$ cat config.mk
export PLATFORM = sky130hd
export DESIGN_NAME = cic_interpolator
export DESIGN_NICKNAME = d
export VERILOG_FILES = /design/src/rtl/cic_pkg.sv /design/src/rtl/cic_integrator_stage.sv /design/src/rtl/cic_interpolator.sv
export SDC_FILE = /design/constraint.sdc
export NUM_CORES = 1
export LEC_CHECK = 0
export BUFFER_PORTS_ARGS = -buffer_cell sky130_fd_sc_hd__buf_2
export CAP_MARGIN = 20
export CORE_ASPECT_RATIO = 0.75
export CORE_UTILIZATION = 45
export DETAILED_ROUTE_END_ITERATION = 16
export PLACE_DENSITY_LB_ADDON = 0.1
export SETUP_SLACK_MARGIN = 0.5
export SYNTH_ARGS = -nofsm -noshare
export SYNTH_HDL_FRONTEND = slang
export SYNTH_SLANG_ARGS = --single-unit
$ cat constraint.sdc
create_clock -name clk -period 5.65 [get_ports clk]
set_input_delay 0.2825 -clock clk [delete_from_list [all_inputs] [get_ports clk]]
set_output_delay 0.2825 -clock clk [all_outputs]
set_load 0.1 [all_outputs]
$ cat src/rtl/cic_pkg.sv
// cic_pkg: shared width helpers for the CIC interpolating and decimating filters.
package cic_pkg;

  function automatic int log2_f(input int v);
    int r;
    r = 0;
    for (int n = v; n > 1; n = n >> 1) r++;
    return r;
  endfunction

  // Each integrator after the first grows the word by log2(RATE) bits of gain.
  function automatic int out_width_f(input int w, input int s, input int r);
    return w + (s - 1) * log2_f(r);
  endfunction

endpackage

$ cat src/rtl/cic_integrator_stage.sv
// cic_integrator_stage: enable-gated wrapping accumulator.
module cic_integrator_stage #(
  parameter int WIDTH = 12
) (
  input  logic             clk,
  input  logic             rst,
  input  logic             en_i,
  input  logic [WIDTH-1:0] din_i,
  output logic [WIDTH-1:0] acc_o
);
  logic [WIDTH-1:0] acc_q;
  always_ff @(posedge clk) begin
    if (rst) acc_q <= '0;
    else if (en_i) acc_q <= acc_q + din_i;
  end
  assign acc_o = acc_q;
endmodule

$ cat src/rtl/cic_interpolator.sv
// cic_interpolator: N-stage CIC interpolator, combs at input rate, integrators at RATE x.
module cic_interpolator
  import cic_pkg::*;
#(
  parameter int WIDTH     = 8,
  parameter int STAGES    = 3,
  parameter int RATE      = 4,
  parameter int OUT_WIDTH = out_width_f(WIDTH, STAGES, RATE)
) (
  input  logic                 clk,
  input  logic                 rst,
  input  logic [WIDTH-1:0]     in_data,
  input  logic                 in_valid,
  output logic                 in_ready,
  output logic [OUT_WIDTH-1:0] out_data,
  output logic                 out_valid
);
  localparam int PW = log2_f(RATE);
  logic [PW-1:0] phase_q, phase_d;
  logic accept, en, out_valid_q;
  logic [OUT_WIDTH-1:0] c [STAGES+1];
  logic [OUT_WIDTH-1:0] d_q [STAGES];
  logic [OUT_WIDTH-1:0] ich [STAGES+1];
  assign in_ready = phase_q == '0;
  assign accept   = in_valid && in_ready;
  assign en       = accept || !in_ready;
  // RATE is a power of two, so the natural counter wrap gives RATE-1 -> 0.
  assign phase_d  = accept ? PW'(1) : in_ready ? phase_q : phase_q + PW'(1);
  always_comb begin
    c[0] = OUT_WIDTH'($signed(in_data));
    for (int k = 0; k < STAGES; k++) c[k+1] = c[k] - d_q[k];
  end
  assign ich[0] = accept ? c[STAGES] : '0;
  always_ff @(posedge clk) begin
    if (rst) begin
      phase_q     <= '0;
      out_valid_q <= 1'b0;
      for (int k = 0; k < STAGES; k++) d_q[k] <= '0;
    end else begin
      phase_q     <= phase_d;
      out_valid_q <= en;
      if (accept) for (int k = 0; k < STAGES; k++) d_q[k] <= c[k];
    end
  end
  for (genvar i = 0; i < STAGES; i++) begin : g_int
    cic_integrator_stage #(.WIDTH(OUT_WIDTH)) u_stage (
      .clk  (clk),
      .rst  (rst),
      .en_i (en),
      .din_i(ich[i]),
      .acc_o(ich[i+1])
    );
  end
  assign out_data  = ich[STAGES];
  assign out_valid = out_valid_q;
endmodule

-- Word level (Yosys, flattened, before mapping)
Memory sizes are Yosys's and may differ from the RTL's.
Cells that the tools add are included.
- bits in registers: 39
- memory bits (writable): 36
- bits of input ports: 11
- output and inout port bits: 14
- word-level logic and storage cells: 34
- memories kept: 1
- add/subtract/negate cells: 7
- equality and inequality tests: 1
- mux-type cells: 11
- bitwise operators: 3
- reduce and logical (&&, ||, !) cells: 5
- memory list (name ; depth ; bits a word ; rd ports ; clocked after memory_dff ; wr ports ; RTL line ; RTL):
    d_q ; 3 ; 12 ; 3 ; 0 ; 3 ; cic_interpolator.sv:22 ; logic [OUT_WIDTH-1:0] d_q [STAGES];
- operators by type and width (kind ; count):
    $mux W12 ; 4
    $add A12 B12 Y12 ; 3
    $sub A12 B12 Y12 ; 3
    $mux W1 ; 7
    $or A1 B1 Y1 ; 3
    $add A2 B1 Y2 const B ; 1
    $logic_not A2 Y1 ; 1
    $ne A2 B1 Y1 const B ; 1
    $reduce_or A2 Y1 ; 1
    $logic_and A1 B1 Y1 ; 1
    $logic_not A1 Y1 ; 1
    $logic_or A1 B1 Y1 ; 1

-- Logic depth before layout (Yosys ltp)
- depth in word-level cells: 6
- depth in mapped cells: 29
- mapped depth without buffers: 29

-- Cells and area by module
Synthesis repeated with hierarchy kept, for this count alone.
- cell total of the unflattened synthesis: 612
- area, all modules: 5601.6 sq um
- modules (own cells, without submodules) (module ; times used ; cells an instance ; area each (sq um) ; sequential area each (sq um)):
    cic_interpolator ; 1 ; 308 ; 2835.2 ; 1021.0
    cic_integrator_stage (g_int[0].u_stage) ; 1 ; 115 ; 997.2 ; 240.2
    cic_integrator_stage (g_int[1].u_stage) ; 1 ; 96 ; 889.6 ; 240.2
    cic_integrator_stage (g_int[2].u_stage) ; 1 ; 93 ; 879.6 ; 240.2

-- Worst setup path after synthesis
OpenSTA, ideal clock, no wires.
- path type: input -> register
- from: in in_data[0]
- to: reg g_int[0].u_stage.acc_q[11]
- setup time: 0.123 ns
- arrival: 4.984 ns
- required time: 5.527 ns
- setup slack: 0.542 ns
- stages on the path: 28
- buffers on the path: 0
- path through: inv_1 -> ha_1 -> inv_2 -> fa_1 -> a21o_1 -> a21oi_1 -> o21bai_1 -> a21oi_1 -> xnor2_1 -> ha_1 -> inv_1 -> a21oi_1 -> o21ai_1 -> nand2_1 -> xor2_1 -> ha_1 -> or3_2 -> o21ai_1 -> xor2_1 -> nor2_1 -> ha_1 -> nor3_1 -> nor2_1 -> nand2_1 -> or3b_1 -> mux2i_1 -> a311oi_1 -> mux2_1
- RTL lines (what ; RTL line ; RTL):
    start: declaration ; cic_interpolator.sv:12 ; input logic [WIDTH-1:0] in_data,
    end signal: assignment ; cic_integrator_stage.sv:14 ; else if (en_i) acc_q <= acc_q + din_i;
    end: declaration ; cic_integrator_stage.sv:11 ; logic [WIDTH-1:0] acc_q;

==> flow_metrics.env <==
export IMPL_synth_area_leaders="edfxtp_1, ha_1, dfxtp_1"
export IMPL_postSynthCellCount=640
export IMPL_synth_edf_count=32
export IMPL_clock_sinks=71
export IMPL_cap_violations=0
export IMPL_fin_nets=767
export IMPL_path_max_fanout=4
export IMPL_vias=4394
export IMPL_drv_slew=0
export IMPL_pin_count=25
export IMPL_synth_top_area_frac=0.178
export IMPL_drt_wl_total_um=10900
export IMPL_wl_per_cell_um=12.8
export IMPL_syn_area_per_cell_um2=8.44
export IMPL_fmax_mhz=196
export IMPL_synthArstFlopShare=0
export IMPL_nFillCells=1130
export IMPL_drt_pass1_iter_count=4
export IMPL_gr_usage_all_layers=0.190
export IMPL_gp_congestion=0.826
export IMPL_synth_ff_type="dfxtp_1"
export IMPL_setup_viol=0
export IMPL_r2r_slack_ns=0.56
export IMPL_clock_latency_ns=0.34
export IMPL_rsz0062_at_grt="true"
export IMPL_num_rows=34
export IMPL_cts_tree="yes"
export IMPL_synth_compound_area_frac=0.175
export IMPL_grt_overflow_total=0
export IMPL_syn_area_mm2=0.00540
export IMPL_worstSetupPathType="flop to flop"
export IMPL_synth_xor_area_frac=0.0500
export IMPL_peakVddDrop_mv=0.240
export IMPL_place_area_mm2=0.00568
export IMPL_hold_start="in_data[6]"
export IMPL_hold_path_class="input port to flop"
export IMPL_finalSetupTns_ns=0
export IMPL_die_width_um=129
export IMPL_slew_headroom=0.637
export IMPL_p_leak_nw=2.73
export IMPL_status="finished clean"
export IMPL_holdPathEnd="d_q[0][6]$_SDFFCE_PN0P_"
export IMPL_synth_seq_cells=71
export IMPL_dpl_hpwl_um=7530
export IMPL_core_area_mm2=0.0117
export IMPL_synth_nets=721
export IMPL_fin_area_mm2=0.00629
export IMPL_yosys_area_top_type="edfxtp_1"
export IMPL_reg2reg_depth=27
export IMPL_worst_hold_slack_ns=0.246
export IMPL_ys_seq_area_frac=0.322
export IMPL_clockRootBuffer="clkbuf_16"
export IMPL_grt_max_degree=55
export IMPL_finalClockSkew_ns=0.00700
export IMPL_worst_pin_slew_ns=0.544
export IMPL_synthDistinctLibCells=62
export IMPL_ant_nets=0
export IMPL_powerDensity_mw_per_mm2=517
export IMPL_io_buffers=24
export IMPL_end_kind="flop"
export IMPL_synthToLayoutAreaGrowth_pct=16.3
export IMPL_start_kind="flop"
export IMPL_yosys_area_share_simple=0.216
export IMPL_min_period_ns=5.09
export IMPL_worstPathArrival_ns=5.31
export IMPL_n_antenna_cell=0
export IMPL_grt_pass1_vias=4182
export IMPL_fin_crit_sh=0.902
export IMPL_die_area_mm2=0.0125
export IMPL_die_y_um=96.9
export IMPL_required_ns=5.87
export IMPL_cts_buffer_depth=2
export IMPL_drive_gt1_frac=0.155
export IMPL_cts_buffers_inserted=9
export IMPL_yosysWarnings=0
export IMPL_synthAdderAreaFrac=0.170
export IMPL_synth_top_family_by_area="simple AND/OR/NAND/NOR gates"
export IMPL_timing_rr_end="g_int[0].u_stage.acc_o[11]$_SDFFE_PP0P_"
export IMPL_clkSlewWorstSetupHoldPaths_ns=0.06
export IMPL_h_tree_depth=3
export IMPL_hold_viol=0
export IMPL_grt_antenna_before_repair=0
export IMPL_worstHoldPathCells=2
export IMPL_viasPerCell=5.16
export IMPL_r2r_start="d_q[0][0]$_SDFFCE_PN0P_"
export IMPL_synth_mux_area_fraction=0.00579
export IMPL_grt_pass1_wl_um=19200
export IMPL_drc=0
export IMPL_drt_iter0_drc=232
export IMPL_synth_common_cells="ha_1, inv_1, a21oi_1, nand2_1, nor2_1"
export IMPL_initial_core_util=0.464
-- stage by stage --
stage          setup slack, ns  instances  power [mW]  utilization
2_1_floorplan            0.542        640        2.12            -
3_3_place_gp             0.133        812        2.36        0.488
3_5_place_dp          0.000553        812        2.40        0.488
4_1_cts                  0.501        844        3.16        0.528
5_1_grt                  0.211        852        3.53        0.539
6_report                 0.556        852        3.25        0.539
-- layout make-up --
| class | count | area [um^2] | area share |
|---|---|---|---|
| multi-input cells | 485 | 3470 | 0.553 |
| flip-flops and latches | 71 | 1740 | 0.277 |
| repair buffers | 53 | 342 | 0.0543 |
| clock buffers | 15 | 279 | 0.0444 |
| inverters | 66 | 248 | 0.0394 |
| well taps | 162 | 203 | 0.0322 |
-- cells in the final DEF (no fill, tap or decap), types with 25 or more instances in the layout --
cell / n
inv_1: 63
ha_1: 59
nand2_1: 57
nor2_1: 53
a21oi_1: 53
dfxtp_1: 39
edfxtp_1: 32
buf_4: 28
nor3_1: 27
and2_1: 25
-- kinds of logic (layout without fill, tap and decap cells) --
logic type | after synthesis | after routing
buffers and inverters | 84 | 134
muxes | 3 | 3
DFF | 71 | 71
and+or+nand+nor | 231 | 231
AOI/OAI and AO/OA | 151 | 151
xor gates and xnor gates | 30 | 30
adders and majority gates | 70 | 70
-- state kept, by name (all words and copies together) (netlist names) --
signal               count
out_valid                1
phase_q                  2
g_int.u_stage.acc_o     36
d_q                     32
-- report_power, final --
part,internal (mW),switching [mW]
Combinational,0.906,1.07
Sequential,0.654,0.0717
Clock,0.335,0.211
Total,1.89,1.35
-- critical path: stages, from the launching register on --
cell and delay, ns:
edfxtp_1 0.33, ha_2 0.17, inv_2 0.04, fa_2 0.35, a21o_1 0.18, a21oi_2 0.16, o21bai_1 0.11, a21oi_2 0.18
nor2b_1 0.08, o31ai_1 0.29, ha_1 0.32, o21ai_1 0.11, o21ai_2 0.08, nor2_1 0.12, xnor2_1 0.09, ha_1 0.35
nand2_1 0.07, a21oi_1 0.16, o21ai_0 0.11, nor3b_1 0.15, ha_2 0.36, nor2_1 0.04, nor2_1 0.11, nand2_1 0.08
or3b_1 0.37, mux2i_1 0.16, a311oi_1 0.07, mux2_1 0.32
-- layer usage --
metal | vias up | part of all wire | track usage
met5 | - | 0 | 0
met4 | 0 | 0.011 | 0.0534
met3 | 12 | 0.026 | 0.0387
met2 | 33 | 0.42 | 0.285
met1 | 2019 | 0.54 | 0.275
li1 | 2330 | - | -
-- how the worst max path moves through the flow --
| stage | startpoint | slack (ns) | endpoint | cells after the start |
|---|---|---|---|---|
| after detailed placement | in_data[0] | 0.0006 | g_int[0].u_stage.acc_o[11]$_SDFFE_PP0P_ | 29 |
| final | d_q[0][0]$_SDFFCE_PN0P_ | 0.56 | g_int[0].u_stage.acc_o[11]$_SDFFE_PP0P_ | 27 |
| after global routing | d_q[0][0]$_SDFFCE_PN0P_ | 0.21 | g_int[0].u_stage.acc_o[11]$_SDFFE_PP0P_ | 28 |
| after global placement | in_data[0] | 0.13 | g_int[0].u_stage.acc_o[11]$_SDFFE_PP0P_ | 29 |
| after CTS | d_q[0][0]$_SDFFCE_PN0P_ | 0.50 | g_int[0].u_stage.acc_o[11]$_SDFFE_PP0P_ | 26 |
| after floorplan | in_data[0] | 0.54 | g_int[0].u_stage.acc_o[11]$_SDFFE_PP0P_ | 28 |
-- timing repair --
item                       in CTS  in global routing
hold buffers                    0                  0
setup endpoints to repair       1                  2
setup buffers                  17                  7
resized for setup              15                 20
gates cloned                    0                  0
pin swaps                      25                 26
Note: power is estimated with default switching activity, not from simulation.
